[src/rtl/tsr_host_driver_if.sv]
// Host-side bus bundle for tsr_host_driver.
//   Source stream : src_data/src_valid in, src_ready out (word accepted when both high)
//   Write bus     : axi_wr_data/addr/en/strobe out, wr_ready in (slave can take a write)
//   Read bus      : axi_rd_addr/en out, axi_rd_data in (combinational, same cycle as en)
// Modport master is the driver; modport slave is the environment (source + TSR slave).
interface tsr_host_driver_if #(
    parameter int AXI_ADDR_WIDTH = 20
);
    logic [63:0]               src_data;
    logic                      src_valid;
    logic                      src_ready;
    logic [63:0]               axi_wr_data;
    logic [AXI_ADDR_WIDTH-1:0] axi_wr_addr;
    logic                      axi_wr_en;
    logic [7:0]                axi_wr_strobe;
    logic                      wr_ready;
    logic [AXI_ADDR_WIDTH-1:0] axi_rd_addr;
    logic                      axi_rd_en;
    logic [63:0]               axi_rd_data;

    modport master (
        input  src_data, src_valid, wr_ready, axi_rd_data,
        output src_ready, axi_wr_data, axi_wr_addr, axi_wr_en, axi_wr_strobe,
               axi_rd_addr, axi_rd_en
    );

    modport slave (
        output src_data, src_valid, wr_ready, axi_rd_data,
        input  src_ready, axi_wr_data, axi_wr_addr, axi_wr_en, axi_wr_strobe,
               axi_rd_addr, axi_rd_en
    );
endinterface

[src/rtl/tsr_host_driver.sv]
// Host driver for the TSR classifier: streams optional weight words and one
// image frame from a source stream onto the register write bus, polls the
// status register until the result is ready, then reads the class.
// Ports:
//   clk, rst_n         single clock, asynchronous active-low reset
//   start, load_weights start pulse (IDLE only); load_weights sampled at start
//   bus (master)       source stream, write bus and read bus
//   result_class       last classified sign (unchanged on timeout)
//   done               one-cycle completion pulse
//   timeout_err        sticky until the next start; set when polling exceeds budget
//   busy               high whenever not IDLE
module tsr_host_driver #(
    parameter int AXI_ADDR_WIDTH   = 20,
    parameter int NUM_WEIGHT_WORDS = 14173,
    parameter int NUM_INPUT_WORDS  = 384,
    parameter int TIMEOUT_CYCLES   = 1048576
) (
    input  logic              clk,
    input  logic              rst_n,
    input  logic              start,
    input  logic              load_weights,
    tsr_host_driver_if.master bus,
    output logic [5:0]        result_class,
    output logic              done,
    output logic              timeout_err,
    output logic              busy
);
    localparam int AW   = AXI_ADDR_WIDTH;
    localparam int MAXW = (NUM_WEIGHT_WORDS > NUM_INPUT_WORDS) ? NUM_WEIGHT_WORDS : NUM_INPUT_WORDS;
    localparam int CW   = (MAXW > 1) ? $clog2(MAXW) : 1;
    localparam int TW   = (TIMEOUT_CYCLES > 1) ? $clog2(TIMEOUT_CYCLES) : 1;

    localparam logic [CW-1:0] LAST_W      = CW'(NUM_WEIGHT_WORDS - 1);
    localparam logic [CW-1:0] LAST_P      = CW'(NUM_INPUT_WORDS - 1);
    localparam logic [TW-1:0] TMO_LAST    = TW'(TIMEOUT_CYCLES - 1);
    localparam logic [AW-1:0] WEIGHT_BASE = AW'(32'hC19);
    localparam logic [AW-1:0] STATUS_ADDR = AW'(32'hC01);
    localparam logic [AW-1:0] RESULT_ADDR = AW'(32'hC00);

    typedef enum logic [2:0] {
        IDLE, WEIGHTS, PIXELS, POLL_WAIT, POLL_RD, RESULT_RD, DONE
    } state_e;

    state_e          state_q, state_d;
    logic [CW-1:0]   cnt_q, cnt_d;
    logic [2:0]      wait_q, wait_d;
    logic [TW-1:0]   tmo_q, tmo_d;
    logic            timeout_q, timeout_d;
    logic [5:0]      result_q, result_d;
    logic            wr_en_q;
    logic [63:0]     wr_data_q;
    logic [AW-1:0]   wr_addr_q;

    logic            src_ready;
    logic            accept;
    logic [AW-1:0]   wr_addr_nxt;
    logic            unused_rd_bits;

    assign src_ready   = ((state_q == WEIGHTS) || (state_q == PIXELS)) && bus.wr_ready;
    assign accept      = src_ready && bus.src_valid;
    assign wr_addr_nxt = (state_q == WEIGHTS) ? (WEIGHT_BASE + (AW'(cnt_q) << 3))
                                              : (AW'(cnt_q) << 3);
    assign unused_rd_bits = ^bus.axi_rd_data[63:6];

    always_comb begin
        state_d   = state_q;
        cnt_d     = cnt_q;
        wait_d    = wait_q;
        tmo_d     = tmo_q;
        timeout_d = timeout_q;
        result_d  = result_q;
        case (state_q)
            IDLE: begin
                if (start) begin
                    state_d   = load_weights ? WEIGHTS : PIXELS;
                    cnt_d     = '0;
                    tmo_d     = '0;
                    timeout_d = 1'b0;
                end
            end
            WEIGHTS: begin
                if (accept) begin
                    if (cnt_q == LAST_W) begin
                        state_d = PIXELS;
                        cnt_d   = '0;
                    end else begin
                        cnt_d = cnt_q + CW'(1);
                    end
                end
            end
            PIXELS: begin
                if (accept) begin
                    if (cnt_q == LAST_P) begin
                        state_d = POLL_WAIT;
                        cnt_d   = '0;
                        wait_d  = '0;
                    end else begin
                        cnt_d = cnt_q + CW'(1);
                    end
                end
            end
            // Timeout budget covers every cycle spent waiting or polling and
            // takes priority over the normal wait/poll progression.
            POLL_WAIT: begin
                if (tmo_q == TMO_LAST) begin
                    state_d   = DONE;
                    timeout_d = 1'b1;
                end else begin
                    tmo_d = tmo_q + TW'(1);
                    if (wait_q == 3'd7) begin
                        state_d = POLL_RD;
                    end else begin
                        wait_d = wait_q + 3'd1;
                    end
                end
            end
            POLL_RD: begin
                if (tmo_q == TMO_LAST) begin
                    state_d   = DONE;
                    timeout_d = 1'b1;
                end else begin
                    tmo_d = tmo_q + TW'(1);
                    if (bus.axi_rd_data[0]) begin
                        state_d = RESULT_RD;
                    end else begin
                        state_d = POLL_WAIT;
                        wait_d  = '0;
                    end
                end
            end
            RESULT_RD: begin
                result_d = bus.axi_rd_data[5:0];
                state_d  = DONE;
            end
            DONE:    state_d = IDLE;
            default: state_d = IDLE;
        endcase
    end

    always_ff @(posedge clk or negedge rst_n) begin
        if (!rst_n) begin
            state_q   <= IDLE;
            cnt_q     <= '0;
            wait_q    <= '0;
            tmo_q     <= '0;
            timeout_q <= 1'b0;
            result_q  <= '0;
            wr_en_q   <= 1'b0;
            wr_data_q <= '0;
            wr_addr_q <= '0;
        end else begin
            state_q   <= state_d;
            cnt_q     <= cnt_d;
            wait_q    <= wait_d;
            tmo_q     <= tmo_d;
            timeout_q <= timeout_d;
            result_q  <= result_d;
            wr_en_q   <= accept;
            if (accept) begin
                wr_data_q <= bus.src_data;
                wr_addr_q <= wr_addr_nxt;
            end
        end
    end

    always_comb begin
        bus.axi_rd_en   = 1'b0;
        bus.axi_rd_addr = '0;
        if (state_q == POLL_RD) begin
            bus.axi_rd_en   = 1'b1;
            bus.axi_rd_addr = STATUS_ADDR;
        end else if (state_q == RESULT_RD) begin
            bus.axi_rd_en   = 1'b1;
            bus.axi_rd_addr = RESULT_ADDR;
        end
    end

    assign bus.src_ready     = src_ready;
    assign bus.axi_wr_en     = wr_en_q;
    assign bus.axi_wr_strobe = {8{wr_en_q}};
    assign bus.axi_wr_data   = wr_data_q;
    assign bus.axi_wr_addr   = wr_addr_q;
    assign result_class      = result_q;
    assign timeout_err       = timeout_q;
    assign done              = (state_q == DONE);
    assign busy              = (state_q != IDLE);
endmodule
[src/flat_wrapper.sv]
// flat-port wrapper written by rule: the top's interface ports become plain ports
module tsr_host_driver_flat 
#(
    parameter int AXI_ADDR_WIDTH   = 20,
    parameter int NUM_WEIGHT_WORDS = 14173,
    parameter int NUM_INPUT_WORDS  = 384,
    parameter int TIMEOUT_CYCLES   = 1048576
)
  (clk, rst_n, start, load_weights, result_class, done, timeout_err, busy, bus_src_data, bus_src_valid, bus_wr_ready, bus_axi_rd_data, bus_src_ready, bus_axi_wr_data, bus_axi_wr_addr, bus_axi_wr_en, bus_axi_wr_strobe, bus_axi_rd_addr, bus_axi_rd_en);
  tsr_host_driver_if #(.AXI_ADDR_WIDTH(AXI_ADDR_WIDTH)) bus_i ();
  input  logic clk;
  input  logic rst_n;
  input  logic start;
  input  logic load_weights;
  output logic [5:0] result_class;
  output logic done;
  output logic timeout_err;
  output logic busy;
  input wire logic [$bits(bus_i.src_data)-1:0] bus_src_data;
  input wire logic [$bits(bus_i.src_valid)-1:0] bus_src_valid;
  input wire logic [$bits(bus_i.wr_ready)-1:0] bus_wr_ready;
  input wire logic [$bits(bus_i.axi_rd_data)-1:0] bus_axi_rd_data;
  output wire logic [$bits(bus_i.src_ready)-1:0] bus_src_ready;
  output wire logic [$bits(bus_i.axi_wr_data)-1:0] bus_axi_wr_data;
  output wire logic [$bits(bus_i.axi_wr_addr)-1:0] bus_axi_wr_addr;
  output wire logic [$bits(bus_i.axi_wr_en)-1:0] bus_axi_wr_en;
  output wire logic [$bits(bus_i.axi_wr_strobe)-1:0] bus_axi_wr_strobe;
  output wire logic [$bits(bus_i.axi_rd_addr)-1:0] bus_axi_rd_addr;
  output wire logic [$bits(bus_i.axi_rd_en)-1:0] bus_axi_rd_en;
  assign bus_i.src_data = bus_src_data;
  assign bus_i.src_valid = bus_src_valid;
  assign bus_i.wr_ready = bus_wr_ready;
  assign bus_i.axi_rd_data = bus_axi_rd_data;
  assign bus_src_ready = bus_i.src_ready;
  assign bus_axi_wr_data = bus_i.axi_wr_data;
  assign bus_axi_wr_addr = bus_i.axi_wr_addr;
  assign bus_axi_wr_en = bus_i.axi_wr_en;
  assign bus_axi_wr_strobe = bus_i.axi_wr_strobe;
  assign bus_axi_rd_addr = bus_i.axi_rd_addr;
  assign bus_axi_rd_en = bus_i.axi_rd_en;
  tsr_host_driver #(.AXI_ADDR_WIDTH(AXI_ADDR_WIDTH), .NUM_WEIGHT_WORDS(NUM_WEIGHT_WORDS), .NUM_INPUT_WORDS(NUM_INPUT_WORDS), .TIMEOUT_CYCLES(TIMEOUT_CYCLES)) u_core (.clk(clk), .rst_n(rst_n), .start(start), .load_weights(load_weights), .bus(bus_i), .result_class(result_class), .done(done), .timeout_err(timeout_err), .busy(busy));
endmodule
[config.mk]
export PLATFORM = sky130hd
export DESIGN_NAME = tsr_host_driver_flat
export DESIGN_NICKNAME = d
export VERILOG_FILES = /design/src/rtl/tsr_host_driver_if.sv /design/src/rtl/tsr_host_driver.sv /design/src/flat_wrapper.sv
export SDC_FILE = /design/constraint.sdc
export NUM_CORES = 1
export LEC_CHECK = 0
export ABC_AREA = 1
export CAP_MARGIN = 20
export CORE_MARGIN = 5
export CORE_UTILIZATION = 44
export DETAILED_ROUTE_END_ITERATION = 8
export PLACE_DENSITY_LB_ADDON = 0.1
export SETUP_SLACK_MARGIN = 0.02
export SYNTH_ARGS = -nofsm -noshare
export SYNTH_HDL_FRONTEND = slang
export SYNTH_SLANG_ARGS = --single-unit
[constraint.sdc]
create_clock -name clk -period 2.24 [get_ports clk]
set_input_delay 0.448 -clock clk [delete_from_list [all_inputs] [get_ports clk]]
set_output_delay 0.448 -clock clk [all_outputs]
set_load 0.02 [all_outputs]
==> results.md <==
Outcome:
- The flow ran to the end, and the final reports show no timing, DRC or antenna violations.

Placement:
- The number of port buffers is 178.
- The cell area reported after detailed placement is between 0.008 and 0.009 mm^2.
- The number of placed instances, taps included is 1196.
- Routability-driven placement finished with a final weighted congestion of between 0.8 and 0.9.
- The estimated wirelength of the detail-placed design is roughly 12000 um.

Power:
- The design draws 11.5 mW.
- Across the VDD grid, the largest voltage drop is ~0.58 mV.
- The cell area power density is 1280 mW/mm^2.
- The leakage power is 4.39 nW.

Global routing:
- Entering global routing, the biggest net connects 59 pins.
- The initial antenna violation count is 0.
- The first global-routing pass estimated 25800 um of wire.
- The number of global-route vias before repair is 5389.
- The global-route usage over all layers is 0.189.
- The total congestion overflow after global routing is 0.

Synth:
- The share of the Yosys chip area taken by registers is 0.500.
- In this run, synthesis inferred 0 flip-flops with an integrated enable.
- Synthesis handed over a netlist of 845 instances.
- The warning count from the yosys run is 0.
- The cell area after synthesis is 0.00641 mm^2.
- The post-synthesis cell type count is 31.
- The synthesized area per cell is 7.59 um^2.
- The commonest register cell after synthesis is sky130_fd_sc_hd__dfrtp_1.
- The synthesized flop and latch total is 128.
- The async set or reset register ratio after synthesis is 1.00.

Layout:
- The final-layout fill cell count is approximately 1.3k.
- The utilization after layout is 0.626.
- The post-route cell area is 0.00903 mm^2.
- The share of final-layout standard cells stronger than drive strength 1 is 0.0708.
- From synthesis to final layout, the design area changed by 40.8%.
- The count of antenna diodes in the layout is 0.
- The number of nets at the end of the flow is 1172.
- The count of cells in the finished layout, fillers not included, comes to 1229.

Job:
- The tool flagged a number of max-cap violations equal to 0.

Clocking:
- The number of clock sinks is 128.
- The cell sitting at the root of the clock tree is a sky130_fd_sc_hd__clkbuf_16.
- The clock-pin slew of the registers on the worst-case setup and hold paths is 60 ps.
- The latest clock arrival within the worst-skew pair is 410 ps.
- The H-tree was split into 4 levels.
- Counting along the longest clock path gives a buffer depth of 2.
- The number of buffers created by CTS is 17.
- TritonCTS built the clock tree.

Floorplanning:
- In this run the count of I/O pins placed on the die edge is 258.
- The horizontal die dimension is 131 um.
- The placeable core region is about 0.014 mm^2.
- The die extent in y is 131 um.
- The number of core rows is 44.
- The die area is 0.0171 mm^2.
- For this configuration, the core starts out at a cell density of 0.444.

Hold path:
- The path category of the worst min-delay check is reg -> reg.
- The path with the worst hold slack has its endpoint at u_core.bus.axi_wr_data[23].
- In this run the most critical hold path is launched from u_core.bus.axi_wr_data[23].
- Along the worst hold path, the cell count comes to 2.

Worst setup path:
- For flop-to-flop paths, the worst setup slack is 320 ps.
- STA classifies the critical path startpoint as a register.
- The largest single stage delay on the critical path is 450 ps.
- STA classifies the critical path endpoint as an output pin.
- The type of the worst setup path is reg -> out.
- The signal arrival time at the worst endpoint is 1660 ps.
- Counting cells, the worst reg-to-reg path comes to 9.
- In this design, the critical path's most frequently occurring cell is sky130_fd_sc_hd__nand2_1.
- The capture point of the worst reg-to-reg path is u_core.tmo_q[17].
- The worst-path maximum fanout is 7.
- The worst flop-to-flop path startpoint is u_core.state_q[0].
- The largest individual stage delay along the critical path comes from the cell sky130_fd_sc_hd__dfrtp_2.
- The required arrival time at the worst endpoint is 1790 ps.
- Traced cell by cell, the critical path runs through nor2_2 > nand2_1 > nand2_1 > inv_2 > nor2_1 > dlygate4sd2_1.

Drt:
- The overall routed net length is 16000 um.
- The wire length per cell is 13.0 um.
- Once detail routing completed, the nets flagged for antenna violations numbered 0.
- The post-detailed-route via-to-cell ratio is around 4.7.
- The number of DRC markers in iteration 0 is 295.
- The remaining routing DRC violations is 0.
- The number of iterations in the first detailed-routing pass is 4.
- The via count of the routed design is ~5.7k.

Timing:
- The sum of negative setup slack is 0 ps.
- The total of endpoints with negative setup slack in the final report is 0.
- Setup repair after global routing left no endpoint under its margin.
- The clock skew is 4.62 ps.
- The final hold violation count is 0.
- In the finished design, the share of the clock period the worst path needs comes to 0.943.
- The count of pins over their slew limit is 0.
- Derived from the worst setup path, the maximum achievable clock frequency is between 400 and 500 MHz.
- The routed design could run at a clock period as short as 2110 ps.
[layer usage]
metal	track usage	up-vias	part of all wire
met2	0.298	155	0.46
met3	0.0463	16	0.066
met5	0	-	0
met4	0.0605	0	0.013
li1	-	2976	-
met1	0.258	2593	0.46
[cell type report]
cell class	instances	area [um^2]	share of cell area
repair buffers	204	2040	0.226
clock inverters	15	184	0.0204
inverters	59	221	0.0245
clock buffers	17	425	0.0471
well taps	184	230	0.0255
flip-flops and latches	128	3200	0.355
multi-input cells	622	2720	0.301
[cell families after synthesis]
kind of cell	Yosys count	synth area share
simple gates	514	0.325
fa+ha+maj	6	0.0117
buf+inv	115	0.0876
other cells	1	0.000585
xor+xnor	17	0.0232
compound gates	64	0.0519
flops	128	0.500
[cell usage in the layout (no fill, tap or decap), types with 2 or more instances in the layout]
| cell type | count |
|---|---|
| sky130_fd_sc_hd__nand2_1 | 381 |
| sky130_fd_sc_hd__clkdlybuf4s50_1 | 170 |
| sky130_fd_sc_hd__dfrtp_1 | 127 |
| sky130_fd_sc_hd__nor2_1 | 54 |
| sky130_fd_sc_hd__inv_1 | 53 |
| sky130_fd_sc_hd__nand3_1 | 44 |
| sky130_fd_sc_hd__o21ai_0 | 43 |
| sky130_fd_sc_hd__conb_1 | 21 |
| sky130_fd_sc_hd__buf_4 | 20 |
| sky130_fd_sc_hd__clkbuf_16 | 17 |
| sky130_fd_sc_hd__xor2_1 | 16 |
| sky130_fd_sc_hd__a21oi_1 | 15 |
| sky130_fd_sc_hd__nand4_1 | 15 |
| sky130_fd_sc_hd__dlygate4sd2_1 | 7 |
| sky130_fd_sc_hd__inv_2 | 6 |
| sky130_fd_sc_hd__nor3_1 | 6 |
| sky130_fd_sc_hd__ha_1 | 6 |
| sky130_fd_sc_hd__buf_12 | 6 |
| sky130_fd_sc_hd__or2_2 | 5 |
| sky130_fd_sc_hd__inv_6 | 4 |
| sky130_fd_sc_hd__clkinv_4 | 3 |
| sky130_fd_sc_hd__clkinvlp_4 | 3 |
| sky130_fd_sc_hd__bufinv_16 | 3 |
| sky130_fd_sc_hd__o21bai_1 | 2 |
| sky130_fd_sc_hd__and2_1 | 2 |
| sky130_fd_sc_hd__clkinv_2 | 2 |
[cell usage after synthesis (all sizes together) (6+ instances only)]
master	number	area (um^2)
dfrtp	128	3200
buf	40	280
nand2	381	1430
nor2	56	220
xor2	16	140
nand3	45	230
nor3	7	46.3
nand4	15	93.8
o21ai	43	215
ha	6	75.1
inv	59	221
or2	6	37.5
clkbuf	16	60.1
a21oi	15	75.1
[stage by stage]
| stage | hold slack [ps] | setup slack (ps) |
|---|---|---|
| 6_report | 465 | 129 |
| 5_1_grt | 480 | 30.4 |
| 4_1_cts | 471 | 84.4 |
| 3_5_place_dp | 442 | 77.6 |
| 3_3_place_gp | 444 | 65.7 |
| 2_1_floorplan | 152 | 402 |
[timing repair]
item,4_1_cts,5_1_grt
hold buffers,1,0
gates resized for setup,8,0
hold endpoints to repair,19,0
endpoints found under the setup margin,7,0
setup buffers,0,0
[power by group]
group	switching, mW	leakage (nW)	internal (mW)	total [mW]
clock	1.03	0.291	1.76	2.80
combinational	2.97	2.45	2.23	5.20
sequential	0.433	1.64	3.09	3.52
total	4.43	4.39	7.08	11.5
[sequential cells by signal, indices dropped and copies added (netlist names)]
name,cells
u_core.result_class,6
u_core.bus.axi_wr_data,64
u_core.tmo_q,20
u_core.timeout_err,1
u_core.cnt_q,14
u_core.state_q,3
u_core.wait_q,3
u_core.bus.axi_wr_en,1
u_core.bus.axi_wr_addr,16
[critical path, delay by kind of cell, from the launching register on]
| kind | cells | cell delay (ps) |
|---|---|---|
| buf+inv | 2 | 410 |
| flops | 1 | 450 |
| simple gates | 4 | 390 |
[how the worst max path moves through the flow]
stage | from | endpoint | slack [ps] | cells past startpoint
6_report | u_core.state_q[0] | bus_src_ready | 130 | 6
5_1_grt | u_core.state_q[0] | bus_src_ready | 30 | 6
4_1_cts | u_core.state_q[0] | bus_src_ready | 80 | 6
3_5_place_dp | bus_wr_ready | u_core.cnt_q[7] | 80 | 9
3_3_place_gp | bus_wr_ready | bus_src_ready | 70 | 4
2_1_floorplan | u_core.tmo_q[0] | u_core.tmo_q[7] | 400 | 11
No activity file was read; power rests on OpenSTA's default activity.
